File: config.mk
export PLATFORM = sky130hd
export DESIGN_NAME = chunked_add_sequencer
export DESIGN_NICKNAME = d
export VERILOG_FILES = /design/src/rtl/chunked_add_sequencer.sv
export SDC_FILE = /design/constraint.sdc
export NUM_CORES = 1
export LEC_CHECK = 0
export ABC_AREA = 1
export CORE_MARGIN = 2
export CORE_UTILIZATION = 40
export CTS_CLUSTER_DIAMETER = 120
export DETAILED_ROUTE_END_ITERATION = 10
export DONT_BUFFER_PORTS = 1
export PLACE_DENSITY = 0.53
export SLEW_MARGIN = 30
export SYNTH_ARGS = -nofsm -noshare
export SYNTH_HDL_FRONTEND = slang
export SYNTH_SLANG_ARGS = --single-unit
File: constraint.sdc
create_clock -name clk -period 2.06 [get_ports clk]
set_input_delay 0.412 -clock clk [delete_from_list [all_inputs] [get_ports clk]]
set_output_delay 0.412 -clock clk [all_outputs]
set_load 0.005 [all_outputs]
File: src/rtl/chunked_add_sequencer.sv
// Multicycle W-bit adder: one CW-bit ripple adder reused over W/CW cycles,
// least-significant chunk first, with a registered inter-chunk carry.
module chunked_add_sequencer #(
    parameter int W  = 32,
    parameter int CW = 8
) (
    input  logic         clk,
    input  logic         rst_n,
    input  logic         start,
    input  logic [W-1:0] a,
    input  logic [W-1:0] b,
    input  logic         c_in,
    output logic         ready,
    output logic         done,
    output logic [W-1:0] sum,
    output logic         c_out
);

    localparam int N     = W / CW;
    localparam int CNT_W = (N > 1) ? $clog2(N) : 1;
    localparam logic [CNT_W-1:0] LAST = CNT_W'(N - 1);

    typedef enum logic [1:0] {IDLE, RUN, DONE} state_t;

    state_t           state, state_nxt;
    logic [CNT_W-1:0] count;
    logic [W-1:0]     a_sh, b_sh;
    logic             carry;
    logic [CW-1:0]    chunk_sum;
    logic             chunk_co;
    logic [W-1:0]     chunk_ext;
    logic             accept, last_chunk;

    // The single narrow adder shared by every chunk cycle
    always_comb begin
        {chunk_co, chunk_sum} = {1'b0, a_sh[CW-1:0]} + {1'b0, b_sh[CW-1:0]}
                              + {{CW{1'b0}}, carry};
        chunk_ext = W'(chunk_sum);
    end

    assign accept     = start && ready;
    assign last_chunk = (state == RUN) && (count == LAST);

    always_ff @(posedge clk or negedge rst_n) begin
        if (!rst_n) begin
            state <= IDLE;
        end else begin
            state <= state_nxt;
        end
    end

    always_comb begin
        state_nxt = state;
        ready     = 1'b0;
        done      = 1'b0;
        case (state)
            IDLE: begin
                ready = 1'b1;
                if (start) state_nxt = RUN;
            end
            RUN: begin
                if (last_chunk) state_nxt = DONE;
            end
            DONE: begin
                ready     = 1'b1;
                done      = 1'b1;
                state_nxt = start ? RUN : IDLE;
            end
            default: state_nxt = IDLE;
        endcase
    end

    // Operands drain from the LSB end while results enter the sum from the MSB end
    always_ff @(posedge clk or negedge rst_n) begin
        if (!rst_n) begin
            count <= '0;
            carry <= 1'b0;
            a_sh  <= '0;
            b_sh  <= '0;
            sum   <= '0;
            c_out <= 1'b0;
        end else if (accept) begin
            count <= '0;
            carry <= c_in;
            a_sh  <= a;
            b_sh  <= b;
        end else if (state == RUN) begin
            count <= count + 1'b1;
            carry <= chunk_co;
            a_sh  <= a_sh >> CW;
            b_sh  <= b_sh >> CW;
            sum   <= (sum >> CW) | (chunk_ext << (W - CW));
            if (last_chunk) c_out <= chunk_co;
        end
    end

endmodule
==> results by group, run 1 <==
Worst setup path
  – CP bufs+invs: 2
  – Slowest stage delay, CP: roughly 440 ps
  – Crit-path most repeated cell: nand2_1
  – Worst Setup SP: a_sh[0]
  – Crit path max-delay cell type: fa_1
  – Reg-to-Reg Start: a_sh[0]
  – Cell Chain, Critical Path: fa_1 -> inv_1 -> fa_1 -> inv_1 -> nand2_1 -> nand2_1 -> and2_1 -> nand2_1 -> nand2_1 -> nand2_1 -> nand2_1
  – R2R Setup Slk: roughly 260 ps
  – Critical Path Source Type: flip-flop
  – Setup crit end kind: flip-flop
  – Critical Path AT: roughly 2000 ps
  – Required time worst endpoint: 2290 ps
  – Family with the most delay on the worst path: adder cells
  – Worst-path maximum fanout: 3
  – Crit Path Class: flip-flop to flip-flop

Timing
  – Setup tns final: 0 ps
  – Final Max Slew Viols: 0
  – Minimum clock period: 1800 ps
  – Final hold viol count: between 100 and 150
  – Final hold slack: -239 ps
  – FMAX: roughly 550 MHz
  – Clock Skew: 6.09 ps
  – RSZ-0062 raised after global routing: false
  – Worst rel slew slack: roughly three quarters
  – Final period utilization: about 88%
  – Pin slew with the least headroom to its limit: slightly below 400 ps
  – Endpoints failing setup: 0

Cells and area
  – Utilization after layout: 44.6%
  – Most frequent cells in the layout: 151 x nand2_1, 102 x dfrtp_1, 72 x inv_1
  – ANT cells: 0
  – Fin nets: between 500 and 600
  – Synth-to-Final Area Change: 7.55%
  – Most common cell after layout, fill and taps aside: nand2_1
  – Layout cell share with drive strength beyond 1: 5.41%

Global route
  – Initial antenna violation count: 0
  – Largest net degree at the start of global routing: 103
  – GRT Util Overall: around 17%
  – First-pass GRT wire length: between 15000 and 20000 um
  – Number of global-route vias before repair: about 3.2k
  – Total grt overflow: 0

Drt
  – DRT Pass-1 Iters: 4
  – Vias per inst: 5.05
  – DRC violations left: 0
  – Routed Wire Length: 9510 um
  – Routed wire length per instance: 15.3 um
  – DRT antenna net count: 0
  – Vias: 3133
  – DRT iter0 DRCs: around 190

Floorplanning
  – Num rows: 38
  – Core box area: 11000 sq um
  – Die Ht: between 100 and 150 um
  – Die Area: approximately 12000 sq um
  – # IOs: 103
  – Die Width: approximately 110 um
  – Initial core utilization: 41.5%

Clock network
  – CTS Buf Count: 9
  – Clock transition at path regs: 70 ps
  – CTS Root Cell: clkbuf_16
  – Setup repair bufs after CTS: 0
  – Post-CTS Resized: 0
  – Clock sink count: a little over 100
  – H-tree levels: 3
  – CTS tree: done
  – Clock latency on the worst-skew pair: about 340 ps
  – Maximum clock path buffer count: 2

Synthesis
  – Unique masters post-synth: 28
  – Avg Cell Area, Syn: roughly 9.4 sq um
  – Sequential-to-total area share from yosys stat: 56.0%
  – Yosys reg bits: 102
  – Syn_nets: 562
  – Gate Count Post-Synth: 484
  – Cell Area, Synth: 4550 sq um
  – Synth warn: 0

Pwr
  – Worst vdd ir: 1660 uV
  – Leakage power: 2.32 nW
  – Total Power: 0.00842 W
  – Power per cell area: roughly 1700 nW/um^2

Placement
  – I/O Buffers: 0
  – HPWL after DPL: 6480 um
  – Placer Congestion: 0.760

Status
  – Violated checks: hold timing
  – Status: complete, but fails checks

Run
  – Maxcap violations: 0

Min path
  – Min-Delay Path Class: input port to async pin
-- registers in the layout, summed over array words and instances (netlist names) --
register,flops
a_sh,32
b_sh,32
sum,32
count,2
state,2
c_out,1
carry,1
-- report_power, final --
part	internal (W)	switching, W	total [W]
Clock	0.00104	0.000709	0.00175
Combinational	0.00115	0.00210	0.00325
Sequential	0.00293	0.000494	0.00342
-- synth_stat cells --
| master | instances | area, sq um |
|---|---|---|
| nand2_1 | 151 | 567 |
| dfrtp_1 | 102 | 2550 |
| inv_1 | 72 | 270 |
| o21ai_0 | 39 | 195 |
| o221ai_1 | 32 | 280 |
| o211ai_1 | 15 | 113 |
| buf_6 | 8 | 90.1 |
| clkbuf_1 | 8 | 30.0 |
| ha_1 | 8 | 100 |
| nand3_1 | 8 | 40.0 |
| nor2_1 | 8 | 30.0 |
| a21oi_1 | 5 | 25.0 |
| clkbuf_8 | 3 | 41.3 |
| o22ai_1 | 3 | 18.8 |
| a22o_1 | 2 | 17.5 |
| buf_2 | 2 | 10.0 |
| buf_4 | 2 | 15.0 |
| fa_1 | 2 | 40.0 |
| inv_2 | 2 | 7.51 |
| inv_4 | 2 | 12.5 |
| nand2_8 | 2 | 40.0 |
| nand3b_1 | 2 | 15.0 |
| a31oi_1 | 1 | 6.26 |
| and2_1 | 1 | 6.26 |
| nand2_4 | 1 | 11.3 |
| o21a_1 | 1 | 7.51 |
| or2_1 | 1 | 6.26 |
| or2_2 | 1 | 6.26 |
-- through the flow --
stage	area [sq um]	instances	setup WS [ps]	hold WS (ps)
floorplan	4550	484	417	116
global placement	4590	605	313	120
detailed placement	4590	605	272	120
CTS	4900	621	256	-252
global route	4900	621	89.9	-261
finish	4900	621	255	-239
-- worst paths after layout --
check                      cells past startpoint  endpoint
setup / recovery                              11     carry
hold / removal                                 0  a_sh[31]
setup reg to reg                              11     carry
hold reg to reg                                1  count[0]
max in group asynchronous                      0   sum[13]
min in group clk                               2  b_sh[25]
-- kinds of logic after synthesis --
group	share of synthesized area [%]
flip-flops	56.0
AO/OA/AOI/OAI	14.6
AND/OR/NAND/NOR	15.9
adder cells (fa/ha/maj)	3.08
buffers and inverters	10.5
-- layout make-up --
cell class | count | area, sq um
tap | 140 | 175
clock buffer | 14 | 274
clock inverter | 2 | 38.8
sequential | 102 | 2550
multi-input combinational | 283 | 1530
fill | 1093 | 6080
timing repair buffer | 4 | 42.5
inverter | 76 | 290
-- per-layer routing --
layer	up-vias	routed length (um)	track usage, %
met3	11	683	6.45
met5	-	0	0
met4	0	130	5.33
li1	1554	-	-
met2	81	4380	25.6
met1	1487	4320	21.6
No activity file was read; power rests on OpenSTA's default activity.
==> run 2: changes to the inputs <==
--- a/config.mk
+++ b/config.mk
@@ -7,11 +7,11 @@
 export LEC_CHECK = 0
 export ABC_AREA = 1
 export CORE_MARGIN = 2
-export CORE_UTILIZATION = 40
+export CORE_UTILIZATION = 63
 export CTS_CLUSTER_DIAMETER = 120
 export DETAILED_ROUTE_END_ITERATION = 10
 export DONT_BUFFER_PORTS = 1
-export PLACE_DENSITY = 0.53
+export PLACE_DENSITY = 0.78
 export SLEW_MARGIN = 30
 export SYNTH_ARGS = -nofsm -noshare
 export SYNTH_HDL_FRONTEND = slang
==> run 2 against run 1 <==
The flow still finishes with violations (hold timing). Sequential power is essentially flat. Wire length down 11%. Critical path depth decreased by 1. Sequential share of layout area grew 2.1 points. Clock skew up 5.0 ps. Count of clock-buffer cells in the layout down 1. Die area decreased by 35%. First-iteration DRC count decreased by 31%. Cell count fell by 7.2%. Flip-flop and latch count unchanged. Critical endpoint is now sum[28].
==> results by group, run 2 (synthesis gave the netlist of run 1 again) <==
Floorplanning
  – Die Width: 89.0 um
  – Die Ht: 89.0 um
  – Initial core utilization: 65.9%
  – # IOs: 103
  – Core box area: 6910 sq um
  – Num rows: 30
  – Die Area: 7930 sq um

Timing
  – Clock Skew: 11.1 ps
  – FMAX: 557 MHz
  – Pin slew with the least headroom to its limit: between 400 and 500 ps
  – Endpoints failing setup: 0
  – Minimum clock period: between 1500 and 2000 ps
  – Final Max Slew Viols: 0
  – Setup tns final: 0 ps
  – Final hold viol count: 102
  – Final hold slack: -260 ps
  – Final period utilization: 87.1%
  – RSZ-0062 raised after global routing: false
  – Final WS setup: about 270 ps
  – Worst rel slew slack: 67.9%

Pwr
  – Power per cell area: 1660 nW/um^2
  – Comb power frac: 41.1%
  – Part of the power in registers: a little over two fifths
  – Sw Pwr: 0.00320 W
  – Clk pwr share: 15.2%
  – Leakage power: 2.24 nW
  – P_int: 0.00462 W
  – Worst vdd ir: 742 uV
  – Sw frac: around two fifths

Clock network
  – CTS Buf Count: 9
  – Clock sink count: just over 100
  – Post-CTS Resized: 0
  – H-tree levels: 3
  – Clock latency on the worst-skew pair: 350 ps
  – Maximum clock path buffer count: 2
  – CTS tree: done
  – Setup repair bufs after CTS: 0
  – CTS Root Cell: clkbuf_8
  – Clock transition at path regs: 90 ps

Drt
  – DRT antenna net count: 0
  – Vias: around 3.2k
  – DRT Pass-1 Iters: 4
  – Routed Wire Length: 8420 um
  – Vias per inst: roughly 5.5
  – DRT iter0 DRCs: 129
  – DRC violations left: 0
  – Routed wire length per instance: between 10 and 15 um

Cells and area
  – Storage cell area: 2550 sq um
  – Most common cell after layout, fill and taps aside: nand2_1
  – Fin nets: 553
  – Most frequent cells in the layout: 151 x nand2_1, 102 x dfrtp_1, 72 x inv_1
  – Layout cell share with drive strength beyond 1: 4.79%
  – Footprint of the multi-input gates: 1530 sq um
  – Final Cell Area: roughly 4700 sq um
  – Fill count: 603
  – Synth-to-Final Area Change: 3.35%
  – Largest regs: a_sh: 32 flops, b_sh: 32 flops, sum: 32 flops
  – ANT cells: 0

Global route
  – Number of global-route vias before repair: 3022
  – Total grt overflow: 0
  – GRT Util Overall: 22.9%
  – Largest net degree at the start of global routing: 103
  – First-pass GRT wire length: approximately 14000 um
  – Initial antenna violation count: 0

Worst setup path
  – Setup crit end kind: flip-flop
  – Critical Path AT: 2070 ps
  – Crit Path Class: flip-flop to flip-flop
  – Required time worst endpoint: 2330 ps
  – R2R Setup Slk: about 270 ps
  – Slowest stage delay, CP: 450 ps
  – Crit-path most repeated cell: nand2_1
  – Critical Path Source Type: flip-flop
  – Family with the most delay on the worst path: adder cells
  – Cell Chain, Critical Path: fa_1 -> inv_1 -> fa_1 -> inv_1 -> nand2_1 -> nand2_1 -> and2_1 -> nand2_1 -> nand2_1 -> o21ai_0
  – CP bufs+invs: 2
  – Worst-path maximum fanout: 3
  – Crit path max-delay cell type: fa_1

Placement
  – Placer Congestion: 0.897
  – HPWL after DPL: 5780 um
  – Post-DP Area: 4520 sq um
  – I/O Buffers: 0
  – Post-Place Worst Slack: between 200 and 300 ps

Min path
  – Min-Delay Path Class: input port to async pin

Status
  – Violated checks: hold timing
  – Status: complete, but fails checks

Run
  – Maxcap violations: 0
[run 2: cell count changes in the layout (fill, tap and decap cells not counted)]
| cell | before | now |
|---|---|---|
| clkbuf_1 | 2 | 4 |
| buf_4 | 3 | 2 |
| clkbuf_8 | 3 | 9 |
| clkbuf_16 | 9 | 0 |
| clkinvlp_4 | 0 | 2 |
| clkinv_4 | 1 | 0 |
[run 2: power by group through the flow]
stage	clock, W	combinational [W]	sequential [W]
final	0.00119	0.00321	0.00342
after detailed placement	0	0.00322	0.00347
after global placement	0	0.00308	0.00343
after CTS	0.00122	0.00324	0.00343
after floorplan	0	0.00280	0.00332
after global routing	0.00131	0.00372	0.00353
[run 2: worst register-to-register path, stage by stage, from the launching register on]
cell	delay, ps
dfrtp_1	410
fa_1	450
inv_1	90
fa_1	170
inv_1	50
nand2_1	70
nand2_1	60
and2_1	160
nand2_1	70
nand2_1	50
o21ai_0	140
[run 2: per-stage QoR]
stage / hold WS, ps / utilization [%] / total power, W / std cells
2_1_floorplan: 116 / - / 0.00612 / 484
3_3_place_gp: 120 / 65.5 / 0.00652 / 560
3_5_place_dp: 119 / 65.5 / 0.00669 / 560
4_1_cts: -274 / 68.2 / 0.00789 / 576
5_1_grt: -287 / 68.2 / 0.00855 / 576
6_report: -260 / 68.2 / 0.00782 / 576
[run 2: routing by layer]
metal	up-vias	wire length, um	share of wire, %	track usage (%)
met3	11	601	7.1	6.09
met2	90	4020	48	35.9
li1	1557	-	-	-
met1	1502	3670	44	30.8
met4	0	128	1.5	8.82
met5	-	0	0	0
[run 2: cell type report]
class	instances	share of cell area, %
Inverter	76	6.17
Tap cell	96	2.55
Clock buffer	13	2.95
Multi-Input combinational cell	283	32.4
Timing Repair Buffer	3	0.744
Clock inverter	3	0.957
Sequential cell	102	54.2
[run 2: path summary, 6_finish.rpt]
check	startpoint	cells past startpoint	end
hold reg to reg	count[0]	1	count[0]
min in group clk	a[30]	2	a_sh[30]
max in group asynchronous	rst_n	0	sum[17]
hold / removal	rst_n	0	a_sh[31]
setup / recovery	a_sh[0]	10	sum[28]
setup reg to reg	a_sh[0]	10	sum[28]
